===== src/rtl/counter_share_arbiter_if.sv =====
// Bundle between the shared-counter arbiter, its requesters and the external counter.
interface counter_share_arbiter_if #(
  parameter int unsigned N_REQ = 4,
  parameter int unsigned CNT_W = 8,
  parameter int unsigned ID_W  = 2
);
  logic [N_REQ-1:0]       req;
  logic [N_REQ*CNT_W-1:0] len;
  logic [N_REQ-1:0]       gnt;
  logic [N_REQ-1:0]       done;
  logic                   busy;
  logic [ID_W-1:0]        active_id;
  logic                   cnt_clr;
  logic                   cnt_en;
  logic [CNT_W-1:0]       count;

  // Arbiter side
  modport master (
    input  req, len, count,
    output gnt, done, busy, active_id, cnt_clr, cnt_en
  );

  // Requesters plus counter side
  modport slave (
    output req, len, count,
    input  gnt, done, busy, active_id, cnt_clr, cnt_en
  );
endinterface


===== src/rtl/counter_share_arbiter.sv =====
// Round-robin arbiter that time-shares one external up-counter between N_REQ requesters:
// grant, clear the counter, count up to the latched length, then pulse done.
module counter_share_arbiter #(
  parameter int unsigned N_REQ = 4,
  parameter int unsigned CNT_W = 8,
  parameter int unsigned ID_W  = 2
) (
  input  logic                     clk_i,
  input  logic                     rst_i,
  counter_share_arbiter_if.master  bus
);

  typedef enum logic [1:0] {
    S_IDLE  = 2'd0,
    S_CLEAR = 2'd1,
    S_RUN   = 2'd2,
    S_DONE  = 2'd3
  } state_e;

  state_e             state_q, state_d;
  logic [ID_W-1:0]    id_q, id_d;
  logic [ID_W-1:0]    rr_q, rr_d;
  logic [CNT_W-1:0]   tgt_q, tgt_d;
  logic [N_REQ-1:0]   gnt_q, gnt_d;
  logic [N_REQ-1:0]   done_q, done_d;
  logic               busy_q, busy_d;
  logic               clr_q, clr_d;

  logic [ID_W-1:0]    pick;
  logic               pick_vld;
  logic [CNT_W-1:0]   len_pick;
  logic [ID_W-1:0]    rr_next;
  logic               owner_req;

  // First requester at or above rr_q, wrapping modulo N_REQ
  always_comb begin
    int unsigned c;
    pick     = '0;
    pick_vld = 1'b0;
    c        = 0;
    for (int unsigned k = 0; k < N_REQ; k++) begin
      c = (32'(rr_q) + k) % N_REQ;
      if (!pick_vld && bus.req[ID_W'(c)]) begin
        pick     = ID_W'(c);
        pick_vld = 1'b1;
      end
    end
  end

  always_comb begin
    len_pick = '0;
    for (int unsigned i = 0; i < N_REQ; i++) begin
      if (pick == ID_W'(i)) len_pick = bus.len[i*CNT_W +: CNT_W];
    end
  end

  assign rr_next   = ID_W'((32'(id_q) + 32'd1) % N_REQ);
  assign owner_req = bus.req[id_q];

  // Counting stops combinationally the cycle Count reaches the target or the owner lets go
  assign bus.cnt_en = (state_q == S_RUN) && owner_req && (bus.count != tgt_q);

  always_comb begin
    state_d = state_q;
    id_d    = id_q;
    rr_d    = rr_q;
    tgt_d   = tgt_q;
    unique case (state_q)
      S_IDLE: begin
        if (pick_vld) begin
          id_d    = pick;
          tgt_d   = len_pick;
          state_d = S_CLEAR;
        end
      end
      S_CLEAR, S_RUN: begin
        if (!owner_req) begin
          state_d = S_IDLE;
          rr_d    = rr_next;
          id_d    = '0;
        end else if (state_q == S_CLEAR) begin
          state_d = (tgt_q == '0) ? S_DONE : S_RUN;
        end else if (bus.count == tgt_q) begin
          state_d = S_DONE;
        end
      end
      S_DONE: begin
        state_d = S_IDLE;
        rr_d    = rr_next;
        id_d    = '0;
      end
      default: state_d = S_IDLE;
    endcase

    // Registered outputs follow the state being entered
    busy_d = (state_d != S_IDLE);
    gnt_d  = busy_d ? (N_REQ'(1) << id_d) : '0;
    done_d = (state_d == S_DONE) ? (N_REQ'(1) << id_d) : '0;
    clr_d  = (state_d == S_CLEAR);
  end

  always_ff @(posedge clk_i) begin
    if (rst_i) begin
      state_q <= S_IDLE;
      id_q    <= '0;
      rr_q    <= '0;
      tgt_q   <= '0;
      gnt_q   <= '0;
      done_q  <= '0;
      busy_q  <= 1'b0;
      clr_q   <= 1'b0;
    end else begin
      state_q <= state_d;
      id_q    <= id_d;
      rr_q    <= rr_d;
      tgt_q   <= tgt_d;
      gnt_q   <= gnt_d;
      done_q  <= done_d;
      busy_q  <= busy_d;
      clr_q   <= clr_d;
    end
  end

  assign bus.gnt       = gnt_q;
  assign bus.done      = done_q;
  assign bus.busy      = busy_q;
  assign bus.active_id = id_q;
  assign bus.cnt_clr   = clr_q;

endmodule


===== src/flat_wrapper.sv =====
// flat-port wrapper written by rule: the top's interface ports become plain ports
module counter_share_arbiter_flat 
#(
  parameter int unsigned N_REQ = 4,
  parameter int unsigned CNT_W = 8,
  parameter int unsigned ID_W  = 2
)
  (clk_i, rst_i, bus_req, bus_len, bus_count, bus_gnt, bus_done, bus_busy, bus_active_id, bus_cnt_clr, bus_cnt_en);
  counter_share_arbiter_if #(.N_REQ(N_REQ), .CNT_W(CNT_W), .ID_W(ID_W)) bus_i ();
  input  logic clk_i;
  input  logic rst_i;
  input wire logic [$bits(bus_i.req)-1:0] bus_req;
  input wire logic [$bits(bus_i.len)-1:0] bus_len;
  input wire logic [$bits(bus_i.count)-1:0] bus_count;
  output wire logic [$bits(bus_i.gnt)-1:0] bus_gnt;
  output wire logic [$bits(bus_i.done)-1:0] bus_done;
  output wire logic [$bits(bus_i.busy)-1:0] bus_busy;
  output wire logic [$bits(bus_i.active_id)-1:0] bus_active_id;
  output wire logic [$bits(bus_i.cnt_clr)-1:0] bus_cnt_clr;
  output wire logic [$bits(bus_i.cnt_en)-1:0] bus_cnt_en;
  assign bus_i.req = bus_req;
  assign bus_i.len = bus_len;
  assign bus_i.count = bus_count;
  assign bus_gnt = bus_i.gnt;
  assign bus_done = bus_i.done;
  assign bus_busy = bus_i.busy;
  assign bus_active_id = bus_i.active_id;
  assign bus_cnt_clr = bus_i.cnt_clr;
  assign bus_cnt_en = bus_i.cnt_en;
  counter_share_arbiter #(.N_REQ(N_REQ), .CNT_W(CNT_W), .ID_W(ID_W)) u_core (.clk_i(clk_i), .rst_i(rst_i), .bus(bus_i));
endmodule

===== config.mk =====
export PLATFORM = sky130hd
export DESIGN_NAME = counter_share_arbiter_flat
export DESIGN_NICKNAME = d
export VERILOG_FILES = /design/src/rtl/counter_share_arbiter_if.sv /design/src/rtl/counter_share_arbiter.sv /design/src/flat_wrapper.sv
export SDC_FILE = /design/constraint.sdc
export NUM_CORES = 1
export LEC_CHECK = 0
export ABC_AREA = 1
export BUFFER_PORTS_ARGS = -buffer_cell sky130_fd_sc_hd__buf_2
export CORE_MARGIN = 5
export CORE_UTILIZATION = 43
export CTS_CLUSTER_DIAMETER = 80
export DETAILED_ROUTE_END_ITERATION = 8
export GPL_TIMING_DRIVEN = 0
export MAX_ROUTING_LAYER = met4
export PLACE_DENSITY = 0.7
export SYNTH_ARGS = -nofsm -noshare
export SYNTH_HDL_FRONTEND = slang
export SYNTH_SLANG_ARGS = --single-unit

===== constraint.sdc =====
create_clock -name clk_i -period 2.3 [get_ports clk_i]
set_input_delay 0.23 -clock clk_i [delete_from_list [all_inputs] [get_ports clk_i]]
set_output_delay 0.23 -clock clk_i [all_outputs]
set_load 0.1 [all_outputs]

# After elaboration in Yosys (flattened, before gate mapping)
# Index checks and enable logic that the tools add are counted.
op_classes:
  n_shift: 1
  add_sub_neg: 4
  order_cmp: 5
  n_mux: 33
  n_reduce_logical: 18
  bitwise_logic: 2
  eq_ne: 11
op_table:
  columns: ["cell", "n"]
  rows:
  - ["2-to-1 mux 8 bit", 4]
  - ["2-to-1 mux 2 bit", 11]
  - ["< comparator 2 x 3 -> 1 bit (second input constant)", 5]
  - ["one-hot mux 2 bit (3 select lines)", 2]
  - ["binary-select mux 1 bit (select 2 bit)", 5]
  - ["== test 2 bit (second input constant)", 5]
  - ["2-to-1 mux 1 bit", 10]
  - ["== test 8 bit", 1]
  - ["zero test 8 bit", 1]
  - ["inequality test 8 bit", 1]
  - ["== test 2 x 1 -> 1 bit (second input constant)", 3]
  - ["OR reduction 2 bit", 3]
  - ["logical AND 1 bit", 5]
  - ["adder 2 x 1 -> 2 bit (second input constant)", 2]
  - ["adder 2 bit (second input constant)", 2]
  - ["zero test 2 bit", 2]
  - ["one-hot mux 2 bit (2 select lines)", 1]
  - ["AND reduction 2 bit", 2]
  - ["nonzero test 2 bit", 2]
  - ["<< shifter 1 x 2 -> 4 bit (first input constant)", 1]
  - ["zero test 1 bit", 3]
  - ["inequality test 2 bit (second input constant)", 1]
  - ["NOT 1 bit", 2]
word_totals:
  input_bits: 46
  ff_bits: 24
  wordCells: 82
  output_inout_bits: 13

# Longest topological paths before layout
# Gate-level depths: netlist (run 1).
logic_depth:
  depth_word: 17
  mapped_depth: 16
  mapped_depth_nobuf: 15

# Worst setup path after synthesis (run 1)
# OpenSTA, ideal clock, no wires.
synth_timing:
  kind: "flip-flop to output port"
  start: "register u_core.id_q[1], in the netlist u_core.bus.active_id[1]"
  end: "output bus_cnt_en"
  n_path_buf: 0
  stages_incl_launch_ff: 6
  arrival_ns: 2.326
  required_ns: 2.070
  setup_slack_ns: -0.256
  path_cell_list: "dfxtp_1 > inv_1 > nor3_1 > inv_1 > o21ai_0 > and3_1"
synth_between:
  elab_chain_cells: 4
synth_lines:
  columns: ["element", "line", "source"]
  rows:
  - ["start, declared", "counter_share_arbiter.sv:21", "logic [ID_W-1:0] id_q, id_d;"]
  - ["start signal, assigned", "counter_share_arbiter.sv:114", "id_q <= id_d;"]
  - ["binary-select mux 1 bit (select 2 bit)", "counter_share_arbiter.sv:58", "assign owner_req = bus.req[id_q];"]
  - ["2-to-1 mux 1 bit (not written as such)", "counter_share_arbiter.sv:58", null]
  - ["logical AND 1 bit (2 in series)", "counter_share_arbiter.sv:61", "assign bus.cnt_en = (state_q == S_RUN) && owner_req && (bus.count != tgt_q);"]
  - ["end, declared", "flat_wrapper.sv:20", "output wire logic [$bits(bus_i.cnt_en)-1:0] bus_cnt_en;"]
# Every way passes these cells. The select of a mux whose other input is x is not followed.

# Worst setup path after layout (run 1)
layout_timing:
  start: "register u_core.tgt_q[4]"
  end: "output bus_cnt_en"
layout_between:
  elab_chain_cells: 2
layout_lines:
  columns: ["element", "line", "source"]
  rows:
  - ["start, declared", "counter_share_arbiter.sv:23", "logic [CNT_W-1:0] tgt_q, tgt_d;"]
  - ["start signal, assigned", "counter_share_arbiter.sv:116", "tgt_q <= tgt_d;"]
  - ["inequality test 8 bit", "counter_share_arbiter.sv:61", null]
  - ["logical AND 1 bit", "counter_share_arbiter.sv:61", null]
# Every way passes these cells.

==> results.txt, run 1 <==
The HPWL after detailed placement is between 3000 and 4000 um. The count of clock tree sinks is 24. The detail route stage leaves a number of antenna-violating nets equal to 0. On the final layout, the worst hold slack is 0.201 ns. The leakage power figure came out at roughly 1.1 nW. The setup TNS is 0 ns. The total routing resource utilization after global routing came out at 0.163.

The number of antenna violations at the first check in global routing is 0. The synthesis warning total is 0. The synthesized net count came out at 314. The die is 72.6 um tall.

The count of unique library cells instantiated by Yosys is 30. After filler insertion, the fill cell instance count of the layout stands at 399. The final number of max-transition violations is 0. The initial core utilization came out at 0.451.

The number of detailed-route iterations in the first pass is 5. The worst setup path category is reg -> out. The total design power came out at around 3.2 mW. STA classifies the critical path endpoint as a primary output. The buffers inserted during post-CTS setup optimization is 0. The worst max-slew margin expressed relative to the limit came out at 0.589. The synthesized instance count is between 200 and 300. The worst endpoint data arrival time is 1.86 ns.

The level count of the clock H-tree came out at 1. Synthesis inferred 24 register bits. Averaged over all synthesized cells, the footprint is between 6 and 7 um2. The number of cell rows came out at 22. The required time of the critical path came out at 2.07 ns.

Entering global routing, the biggest net connects 15 pins. The region available for standard cell placement spans 3740 um2. The post-layout instance area is ~2100 um2. In this run the cell area measured after placement is 2040 um2. For this block, the via count after detailed routing is approximately 1800. The number of violations reported at the end of detailed-routing iteration 0 is 86.

The number of antenna diodes is 0. The hold violation total from the final report is 0. Setup repair after global routing left no endpoint under its margin. At the pin with the least slew margin, the transition time is approximately 0.6 ns. In the routed layout, each cell is associated on average with a via count of 4.87. The max capacitance violation total is 0. The tree is rooted in a sky130_fd_sc_hd__clkbuf_8. The wire length per cell is approximately 11 um. The flow ran to the end, and the final reports show no timing, DRC or antenna violations. The later-pin clock latency in the skew report came out at approximately 0.26 ns. In this run the worst path has a maximum fanout of 3. The count of hold-fix buffers inserted at cts came out at 0. Input and output buffers added on the ports amount to 58. The clock-pin slew of the registers on the worst-case setup and hold paths is 0.08 ns. The via count of the first global-routing pass is around 1700. Routability-driven placement finished with a final weighted congestion of ~0.83. The proportion of synthesized chip area in sequential cells came out at 0.285. Of the cells placed in the final design, the portion with a size suffix greater than 1 is 0.319. STA classifies the critical path startpoint as a register. The area of the die is ~5300 um2.

The time the final worst path needs with I/O delays and setup came out at 2.09 ns. The number of nets in the layout came out at 377. The maximum operating frequency came out at ~480 MHz. The netlist area before placement came out at about 1700 um2. The number of buffers inserted during clock tree synthesis is 3. In the routed design, unresolved DRC markers number 0.

The die extent in x is 72.6 um. The CTS tree is built. The kind of path behind the tightest hold check is in -> reg. The worst supply voltage drop on vdd is roughly 0.68 mV. The number of buffers between clock root and the deepest sink came out at 2. The area growth from synthesis to layout is 25.1%. On the final layout, the worst clock skew is a little over 0.0007 ns. The share of the clock period used by the worst path came out at 0.910. The power per cell area is around 1500 nW/um2. The global-route wire length before repair came out at roughly 7000 um. The number of gates given a new drive strength after cts is 0. After global routing the overflow that remains totals 0. Setup violations remaining at the end of the flow were counted as 0. The number of ports placed on the die boundary is just under 60. The total wire length after detailed routing is about 4100 um.
## final cells by class
class	count	area [um2]	area share
buffer	5	41.3	0.0196
clock buffer	3	41.3	0.0196
clock inverter	1	30.0	0.0142
inverter	36	135	0.0641
multi-input combinational	199	1030	0.489
sequential	24	480	0.228
tap	48	60.1	0.0285
timing repair buffer	58	290	0.138
## logic make-up after synthesis
family,after synthesis,share of synthesized area
adders and majority gates,4,0.0297
buffers and inverters,41,0.105
DFF,24,0.285
and+or+nand+nor,156,0.427
AOI/OAI and AO/OA,35,0.134
xor gates and xnor gates,4,0.0208
## worst paths after layout
path	depth (start not counted)	end	start	slack, ns
max reg2reg	14	u_core.tgt_q[5]	u_core.rr_q[1]	0.33
max	6	bus_cnt_en	u_core.tgt_q[4]	0.21
min reg2reg	2	u_core.tgt_q[7]	u_core.tgt_q[7]	0.51
min	2	u_core.state_q[1]	rst_i	0.20
## per-layer routing
| metal | part of all wire | routed length, um | track usage |
|---|---|---|---|
| met4 | 0.0022 | 9 | 0.0184 |
| met1 | 0.49 | 2030 | 0.215 |
| met5 | 0 | 0 | - |
| met2 | 0.44 | 1830 | 0.266 |
| met3 | 0.061 | 250 | 0.0331 |
## cells in the mapped netlist (all sizes together)
cell type  number  share of area
a211oi          1         0.0045
a21oi          15          0.065
a22oi           1         0.0045
and3            2         0.0074
buf             4          0.022
clkbuf          1         0.0022
dfxtp          24           0.28
ha              4          0.030
inv            36          0.080
nand2          85           0.21
nand3          28          0.089
nand3b          1         0.0045
nand4           9          0.033
nor2           25          0.063
nor3            1         0.0030
nor3b           1         0.0045
nor4            2         0.0074
o21ai          18          0.060
or2             2         0.0074
xnor2           1         0.0052
xor2            3          0.016
## cell usage in the layout (no fill, tap or decap), drive strengths merged, types with 9 or more instances in the layout
cell	instances
nand4	9
nand2	85
o21ai	18
nand3	28
a21oi	15
nor2	25
inv	36
dfxtp	24
buf	62
## power breakdown
group          switching [mW]  total [mW]  internal (mW)
logic                    1.57        2.23          0.658
registers              0.0949       0.638          0.543
clock network           0.132       0.364          0.233
## per-stage QoR
step | std cells | worst slack (ns) | util
global route | 374 | 0.119 | 0.564
detailed placement | 370 | 0.352 | 0.544
finish | 374 | 0.206 | 0.564
floorplan | 264 | 0.00527 | -
global placement | 370 | 0.350 | 0.544
CTS | 374 | 0.208 | 0.564
## critical path: stages (launching register included)
cell and delay, ns:
sky130_fd_sc_hd__dfxtp_1 0.36, sky130_fd_sc_hd__inv_1 0.06, sky130_fd_sc_hd__or2_2 0.26, sky130_fd_sc_hd__and3_1 0.17, sky130_fd_sc_hd__nand4_1 0.14, sky130_fd_sc_hd__and3_2 0.19
sky130_fd_sc_hd__buf_2 0.42
## sequential cells by signal, indices dropped and copies added (netlist names)
register and flops:
u_core.bus.cnt_clr 1, u_core.bus.gnt 4, u_core.bus.busy 1, u_core.tgt_q 8
u_core.rr_q 2, u_core.state_q 2, u_core.bus.done 4, u_core.bus.active_id 2
No activity file was read; power rests on OpenSTA's default activity.
==> inputs of run 2 (changes only) <==
CORE_ASPECT_RATIO = 1.75   (was unset)
==> run 2 against run 1 <==
Fmax is 1.1% lower. Cell count stayed put. Via count is 1.6% higher. Sequential share of layout area is 0.18 points higher. Register-to-register slack worse by 0.03 ns. Die area is 0.93% higher. Clock power is 21% lower. First-iteration DRC count is 47% lower. Critical path type unchanged. Global-route usage is 1.3 points higher. Sequential power hardly changed. Largest cell class unchanged. Cell area is 0.77% lower. Non-clock buffer count stayed put.
==> results.txt, run 2 (synthesized netlist as in run 1, its figures left out) <==
The flow ran to the end, and the final reports show no timing, DRC or antenna violations. The number of cell rows is 30. The number of antenna violations at the first check in global routing is 0. Setup repair after global routing left no endpoint under its margin. In this run, post-CTS hold repair placed 0 buffers. The count of clock tree sinks came out at 24. The worst reg-to-reg path cell count is 14. The worst register-to-register path begins at u_core.rr_q[1]. The critical path endpoint category is a primary output. The worst hold path terminates at u_core.state_q[1]. The worst supply voltage drop on vdd came out at between 0.8 and 0.9 mV. The number of standard cells in the layout, taps in and fillers out is between 300 and 400. The post-layout instance area is around 2100 um2. Counting the fill cells in the layout gives between 400 and 500. Headroom to the max-slew limit came out at 0.594. The worst hold path passes through 2 cells.

In the layout the commonest cells are 77 x sky130_fd_sc_hd__nand2_1, 58 x sky130_fd_sc_hd__buf_2, 28 x sky130_fd_sc_hd__inv_1, 26 x sky130_fd_sc_hd__nand3_1, 24 x sky130_fd_sc_hd__dfxtp_1. The reg-to-reg setup timing slack came out at about 0.30 ns. The number of nets in the layout came out at 377. The register name with the most flops is u_core.tgt_q. For this run the aggregate overflow at the end of global routing stands at 0. Data on the critical path arrives at its endpoint at around 1.9 ns.

For the finished layout, the period the worst path requires is ~2.1 ns. The routed via count divided by cell count came out at just under 5. The startpoint identified for the worst hold timing path is rst_i. Compared with the post-synthesis result, the final layout area differs by 24.1%. The height of the die is between 90 and 100 um. The hold violation total from the final report is 0.

The number of buffers inserted during clock tree synthesis came out at 3. The count of antenna-violating nets left after detailed routing came out at 0. The final cell utilization of the core came out at 0.547. The via count came out at 1849.

The worst setup path is of the reg -> out kind. The most critical setup path has its startpoint at u_core.tgt_q[4]. The via count of the first global-routing pass came out at roughly 1900.

The wire length per cell is roughly 11 um. The core region is approximately 3800 um2. The setup TNS is 0 ns. The count of unresolved DRC violations after routing came out at 0.

The kind of path behind the tightest hold check is in -> reg. The worst setup path is launched from a register. Leaving out fill and tap cells, the most frequent cell in the layout is sky130_fd_sc_hd__nand2_1. The analysis attributes to cell leakage a power of between 1 and 1.5 nW. The maximum operating frequency came out at 472 MHz. The maximum number of pins on one net before global-route repair came out at 14. The register with the most flip-flops in the layout has 8 of them. The buffers inserted during post-CTS setup optimization came out at 0. The cell sitting at the root of the clock tree is a sky130_fd_sc_hd__clkbuf_8. The initial core utilization came out at 0.441. The placer congestion estimate came out at 0.910.

The share of the clock period used by the worst path is 0.921. The cell type group with the largest total delay on the critical path is simple AND/OR/NAND/NOR gates. The maximum fanout encountered on the critical timing path came out at 3.

The slew at the pin closest to its max-slew limit came out at slightly above 0.6 ns. The number of gates given a new drive strength after cts came out at 0. Across the routed clock network, the largest skew measured is roughly 0.0028 ns. Counting tap cells, the placed design contains a total of 370 instances. The power per cell area is around 1500 nW/um2. The final number of max-transition violations came out at 0.

Max-cap violations in this run came to 0. The share of final-layout standard cells stronger than drive strength 1 came out at 0.319. For this design, the slowest cell found on the critical path is sky130_fd_sc_hd__buf_2.

The number of antenna diodes came out at 0. The signal on the critical path passes through inv_1, or2_2, and3_1, nand4_1, and3_2, buf_2. The die extent in x came out at roughly 57 um.

The total wire length after detailed routing came out at between 4000 and 5000 um. The area of the die came out at ~5300 um2. The total routing resource utilization after global routing is 0.176. The clock-pin slew of the registers on the worst-case setup and hold paths is around 0.08 ns. The capture instance of the worst register-to-register path is u_core.tgt_q[6]. No sink is reached through more buffers than the 2 on the longest clock path. The cell area after placement came out at 2040 um2. The number of I/O port buffers came out at between 50 and 60. The detailed placer's ending HPWL came out at 3610 um. For the worst-skew pair, the clock arrives at the later sink with an insertion delay of between 0.2 and 0.3 ns. TritonCTS built the clock tree.

The number of detailed-route iterations in the first pass came out at 4. The total design power is 3.17 mW. The number of ports placed on the die boundary is approximately 60. The level count of the clock H-tree is 1.

The required time of the critical path is between 2 and 2.5 ns. The first routing iteration left 46 violations. The global-route wire length before repair came out at around 7400 um. The total setup violations reported at the end of the flow is 0. The highest cell delay on the worst timing path is about 0.42 ns.

The sum of buffers and inverters on the critical path is 2.
## run 2: changes by cell type in the layout (fill, tap and decap cells not counted)
cell | previous run | this run
sky130_fd_sc_hd__bufinv_16 | 1 | 0
sky130_fd_sc_hd__clkbuf_8 | 3 | 4
## run 2: power breakdown
part           total [mW]  switching [mW]  internal, mW
combinational        2.25            1.59         0.657
clock               0.286           0.133         0.153
sequential          0.638          0.0949         0.543
## run 2: layout make-up
type,count,area [um2],area share
inverter,36,135,0.0646
sequential,24,480,0.230
multi-input combinational,199,1030,0.493
timing repair buffer,58,290,0.139
buffer,5,41.3,0.0197
clock buffer,4,55.1,0.0263
tap,48,60.1,0.0287
## run 2: layer usage
| metal | vias to the layer above | global-route usage | part of all wire |
|---|---|---|---|
| li1 | 975 | - | - |
| met1 | 803 | 0.171 | 0.38 |
| met2 | 56 | 0.331 | 0.53 |
| met3 | 15 | 0.0251 | 0.053 |
| met4 | 0 | 0.0793 | 0.033 |
| met5 | - | - | 0 |
## run 2: per-stage QoR
stage          hold slack (ns)  worst slack (ns)
2_1_floorplan            0.309           0.00527
3_3_place_gp             0.486             0.322
3_5_place_dp             0.489             0.306
4_1_cts                  0.205             0.184
5_1_grt                  0.195            0.0430
6_report                 0.218             0.182
## run 2: worst max-delay path by stage
stage / slack (ns) / endpoint / depth (start not counted)
after global placement: 0.32 / u_core.tgt_q[6] / 14
after global routing: 0.04 / u_core.tgt_q[6] / 14
after detailed placement: 0.31 / u_core.tgt_q[7] / 14
final: 0.18 / bus_cnt_en / 6
after floorplan: 0.005 / u_core.bus.gnt[0] / 11
after CTS: 0.18 / bus_cnt_en / 6
## run 2: worst reg2reg max path: cells and delay by family, from the launching register on
kind                   cells  cell delay (ns)
AOI/OAI and AO/OA          2             0.19
buffers and inverters      3             0.33
DFF                        1             0.46
and+or+nand+nor            9             0.89
==> inputs of run 3 (changes only) <==
ABC_AREA = unset   (was 1)
PLACE_DENSITY = 0.74   (was 0.7)
REMOVE_ABC_BUFFERS = 1   (was unset)
TNS_END_PERCENT = 5   (was unset)
==> run 3 against run 2 <==
Non-clock buffer count is 4 lower. Area after synthesis is 20% lower. Critical path depth rose by 1. Largest power group unchanged. Cell count fell by 34%. Global-route usage down 1.7 points. Count of clock-buffer cells in the layout fell by 1. Largest cell class unchanged.
==> results.txt, run 3 <==
The flow ran to the end, and the final reports show no timing, DRC or antenna violations. Ranked by flip-flop count, first place goes to u_core.tgt_q. The count of clock tree sinks came out at 24. Compared with the post-synthesis result, the final layout area differs by 31.0%.

For this design, the slowest cell found on the critical path is sky130_fd_sc_hd__dfxtp_1. The number of buffers inserted during clock tree synthesis came out at 3. The number of nets in the layout is between 200 and 300. The slew at the pin closest to its max-slew limit came out at 0.627 ns.

IR analysis of the VDD net gives a maximum drop of roughly 0.68 mV. The setup TNS came out at 0 ns. The signal on the critical path passes through inv_1, ha_1, nand2_1, o221a_2, nor3_1, o21ai_2, nor4_1. Ranked by instance count, the synthesized netlist is headed by 24 x sky130_fd_sc_hd__dfxtp_1, 19 x sky130_fd_sc_hd__mux2i_1, 14 x sky130_fd_sc_hd__nand2_1.

The number of antenna diodes is 0. Data arrives at the worst endpoint at about 2.2 ns. The hold violation total from the final report came out at 0. The max capacitance violation total came out at 0. The total routing resource utilization after global routing came out at 0.159. The cell with the most instances after synthesis is sky130_fd_sc_hd__dfxtp_1. Of all nets on the critical path, the largest fanout is 11.

The power per cell area came out at 1390 nW/um2. At the end of routability-driven placement, the weighted congestion stood at 0.840. The fraction of post-synthesis cell area in the top cell type by area came out at 0.357. The die extent in x came out at between 50 and 60 um. The critical path endpoint category is a register.

The number of cell rows is 27. The floorplan step set the die height to ~84 um. The time the final worst path needs with I/O delays and setup came out at about 2.1 ns. The number of antenna violations at the first check in global routing came out at 0. The minimum setup slack after placement came out at 0.0301 ns.

The count of unique library cells instantiated by Yosys came out at 35. The share of the clock period used by the worst path is 0.895. Dividing the detail-routed wire length by the instance count gives about 13 um. The initial core utilization is 0.438.

For the worst-skew pair, the clock arrives at the later sink with an insertion delay of about 0.27 ns. The kind of path behind the tightest hold check is in -> reg. The count of unresolved DRC violations after routing is 0.

The detailed placer's ending HPWL came out at roughly 2600 um. The post-synthesis async set-or-reset flop share came out at 0. The number of I/O port buffers is 58. The leakage power figure came out at 0.794 nW. The count of hold-fix buffers inserted at cts came out at 0.

The sum of buffers and inverters on the critical path came out at 1. The first global-routing pass estimated 5300 um of wire. The routed design has about 3200 um of wire. Headroom to the max-slew limit came out at 0.582.

The flip-flop count of the largest register, all copies and words added came out at 8. The buffers inserted during post-CTS setup optimization is 0. Fill cells in the final layout number a little under 300. The via count of the first global-routing pass came out at ~1300. In this run the clock root is driven by a sky130_fd_sc_hd__clkbuf_8.

The mean instance size in the synthesized netlist came out at roughly 9 um2. In the post-synthesis netlist, the biggest area contributors are sky130_fd_sc_hd__dfxtp_1 36%, sky130_fd_sc_hd__mux2i_1 14%, sky130_fd_sc_hd__xnor2_1 5.9%, sky130_fd_sc_hd__o221ai_1 5.2%, sky130_fd_sc_hd__a211oi_1 3.9%. The worst setup path category is reg -> reg.

The number of placed instances, taps included, is approximately 240. The maximum number of pins on one net before global-route repair is 15. The worst clock skew is 0.00401 ns. The global-route congestion overflow total is 0. The share of final-layout standard cells stronger than drive strength 1 is 0.353. The number of ports placed on the die boundary came out at roughly 60.

The required time of the critical path came out at about 2.5 ns. The highest cell delay on the worst timing path came out at ~0.4 ns. The floorplan step defined a core boundary enclosing 3070 um2.

The count of antenna-violating nets left after detailed routing is 0. In the layout the commonest cells are 58 x sky130_fd_sc_hd__buf_2, 24 x sky130_fd_sc_hd__dfxtp_1, 19 x sky130_fd_sc_hd__mux2i_1, 14 x sky130_fd_sc_hd__nand2_1, 9 x sky130_fd_sc_hd__xnor2_1. The final number of max-transition violations is 0. The number of violations reported at the end of detailed-routing iteration 0 is 29. The largest total area in the synthesized netlist belongs to sky130_fd_sc_hd__dfxtp_1. Once layout is complete, the utilization of the core stands at 0.573. The clock-pin slew of the registers on the worst-case setup and hold paths came out at around 0.09 ns. The finished layout holds 247 standard cells, fillers aside. STA classifies the critical path startpoint as a register. In this run the number of H-tree levels came out at 1. TritonCTS built the clock tree. Among all flip-flop cells after synthesis, the most frequent one is sky130_fd_sc_hd__dfxtp_1. The synthesis warning total is 0. The total setup violations reported at the end of the flow came out at 0. The post-synthesis register bit count is 24. In the routed layout, each cell is associated on average with a via count of about 5.2. The final setup slack of the worst path came out at around 0.24 ns. The number of detailed-route iterations in the first pass came out at 3. No sink is reached through more buffers than the 2 on the longest clock path. The library cell used most frequently in the layout, excluding fill and tap cells, is sky130_fd_sc_hd__buf_2. The maximum operating frequency is 486 MHz.

The cell type group with the largest total delay on the critical path is simple AND/OR/NAND/NOR gates. The via count came out at around 1300. The netlist area before placement is 1350 um2.

The number of synthesized flops with an enable pin is 0. Synthesis produced a netlist whose cell count is 147. The area of the die came out at 4390 um2. The proportion of synthesized chip area in sequential cells is 0.357.
## run 3: power by group
group	internal [mW]	total, mW	switching, mW
Sequential	0.566	0.706	0.139
Clock	0.233	0.367	0.134
Combinational	0.461	1.37	0.914
## run 3: layout make-up
class / count / area [um2] / share of cell area
repair buffers: 59 / 305 / 0.173
clock buffers: 3 / 41.3 / 0.0234
well taps: 43 / 53.8 / 0.0305
multi-input cells: 110 / 825 / 0.468
inverters: 7 / 26.3 / 0.0149
clock inverters: 1 / 30.0 / 0.0170
flip-flops and latches: 24 / 480 / 0.273
## run 3: kinds of logic (layout without fill, tap and decap cells)
family,Yosys count,in the layout,synth area share
buffers and inverters,13,70,0.0419
adders and majority gates,4,4,0.0372
muxes,20,20,0.150
xor gates and xnor gates,9,9,0.0586
and+or+nand+nor,44,44,0.172
DFF,24,24,0.357
AOI/OAI and AO/OA,33,33,0.183
## run 3: path summary, 6_finish.rpt
| kind | from | to | slack, ns | cells past startpoint |
|---|---|---|---|---|
| max | u_core.state_q[1] | u_core.bus.done[0] | 0.24 | 7 |
| min reg2reg | u_core.tgt_q[6] | u_core.tgt_q[6] | 0.52 | 2 |
| max reg2reg | u_core.state_q[1] | u_core.bus.done[0] | 0.24 | 7 |
| min | rst_i | u_core.rr_q[1] | 0.24 | 2 |
## run 3: what timing repair did
| action | CTS | global route |
|---|---|---|
| setup endpoints to repair | 1 | 3 |
| pin swaps | 0 | 0 |
| gates resized for setup | 1 | 1 |
## run 3: layer usage
metal	track usage	up-vias	wire length (um)
met3	0.0304	4	204
met4	0.0488	0	31
met5	-	-	0
li1	-	661	-
met2	0.306	34	1790
met1	0.150	590	1210
## run 3: per-stage QoR
stage	instance area [um2]	total power, mW	hold slack, ns
2_1_floorplan	1320	1.79	0.302
3_3_place_gp	1660	2.04	0.490
3_5_place_dp	1690	2.09	0.497
4_1_cts	1760	2.45	0.235
5_1_grt	1760	2.60	0.256
6_report	1760	2.45	0.240
## run 3: worst register-to-register path: cells and delay by family (launching register included)
| family | cells | cell delay [ns] |
|---|---|---|
| AOI/OAI and AO/OA | 2 | 0.54 |
| adders and majority gates | 1 | 0.32 |
| buffers and inverters | 1 | 0.10 |
| DFF | 1 | 0.40 |
| and+or+nand+nor | 3 | 0.62 |
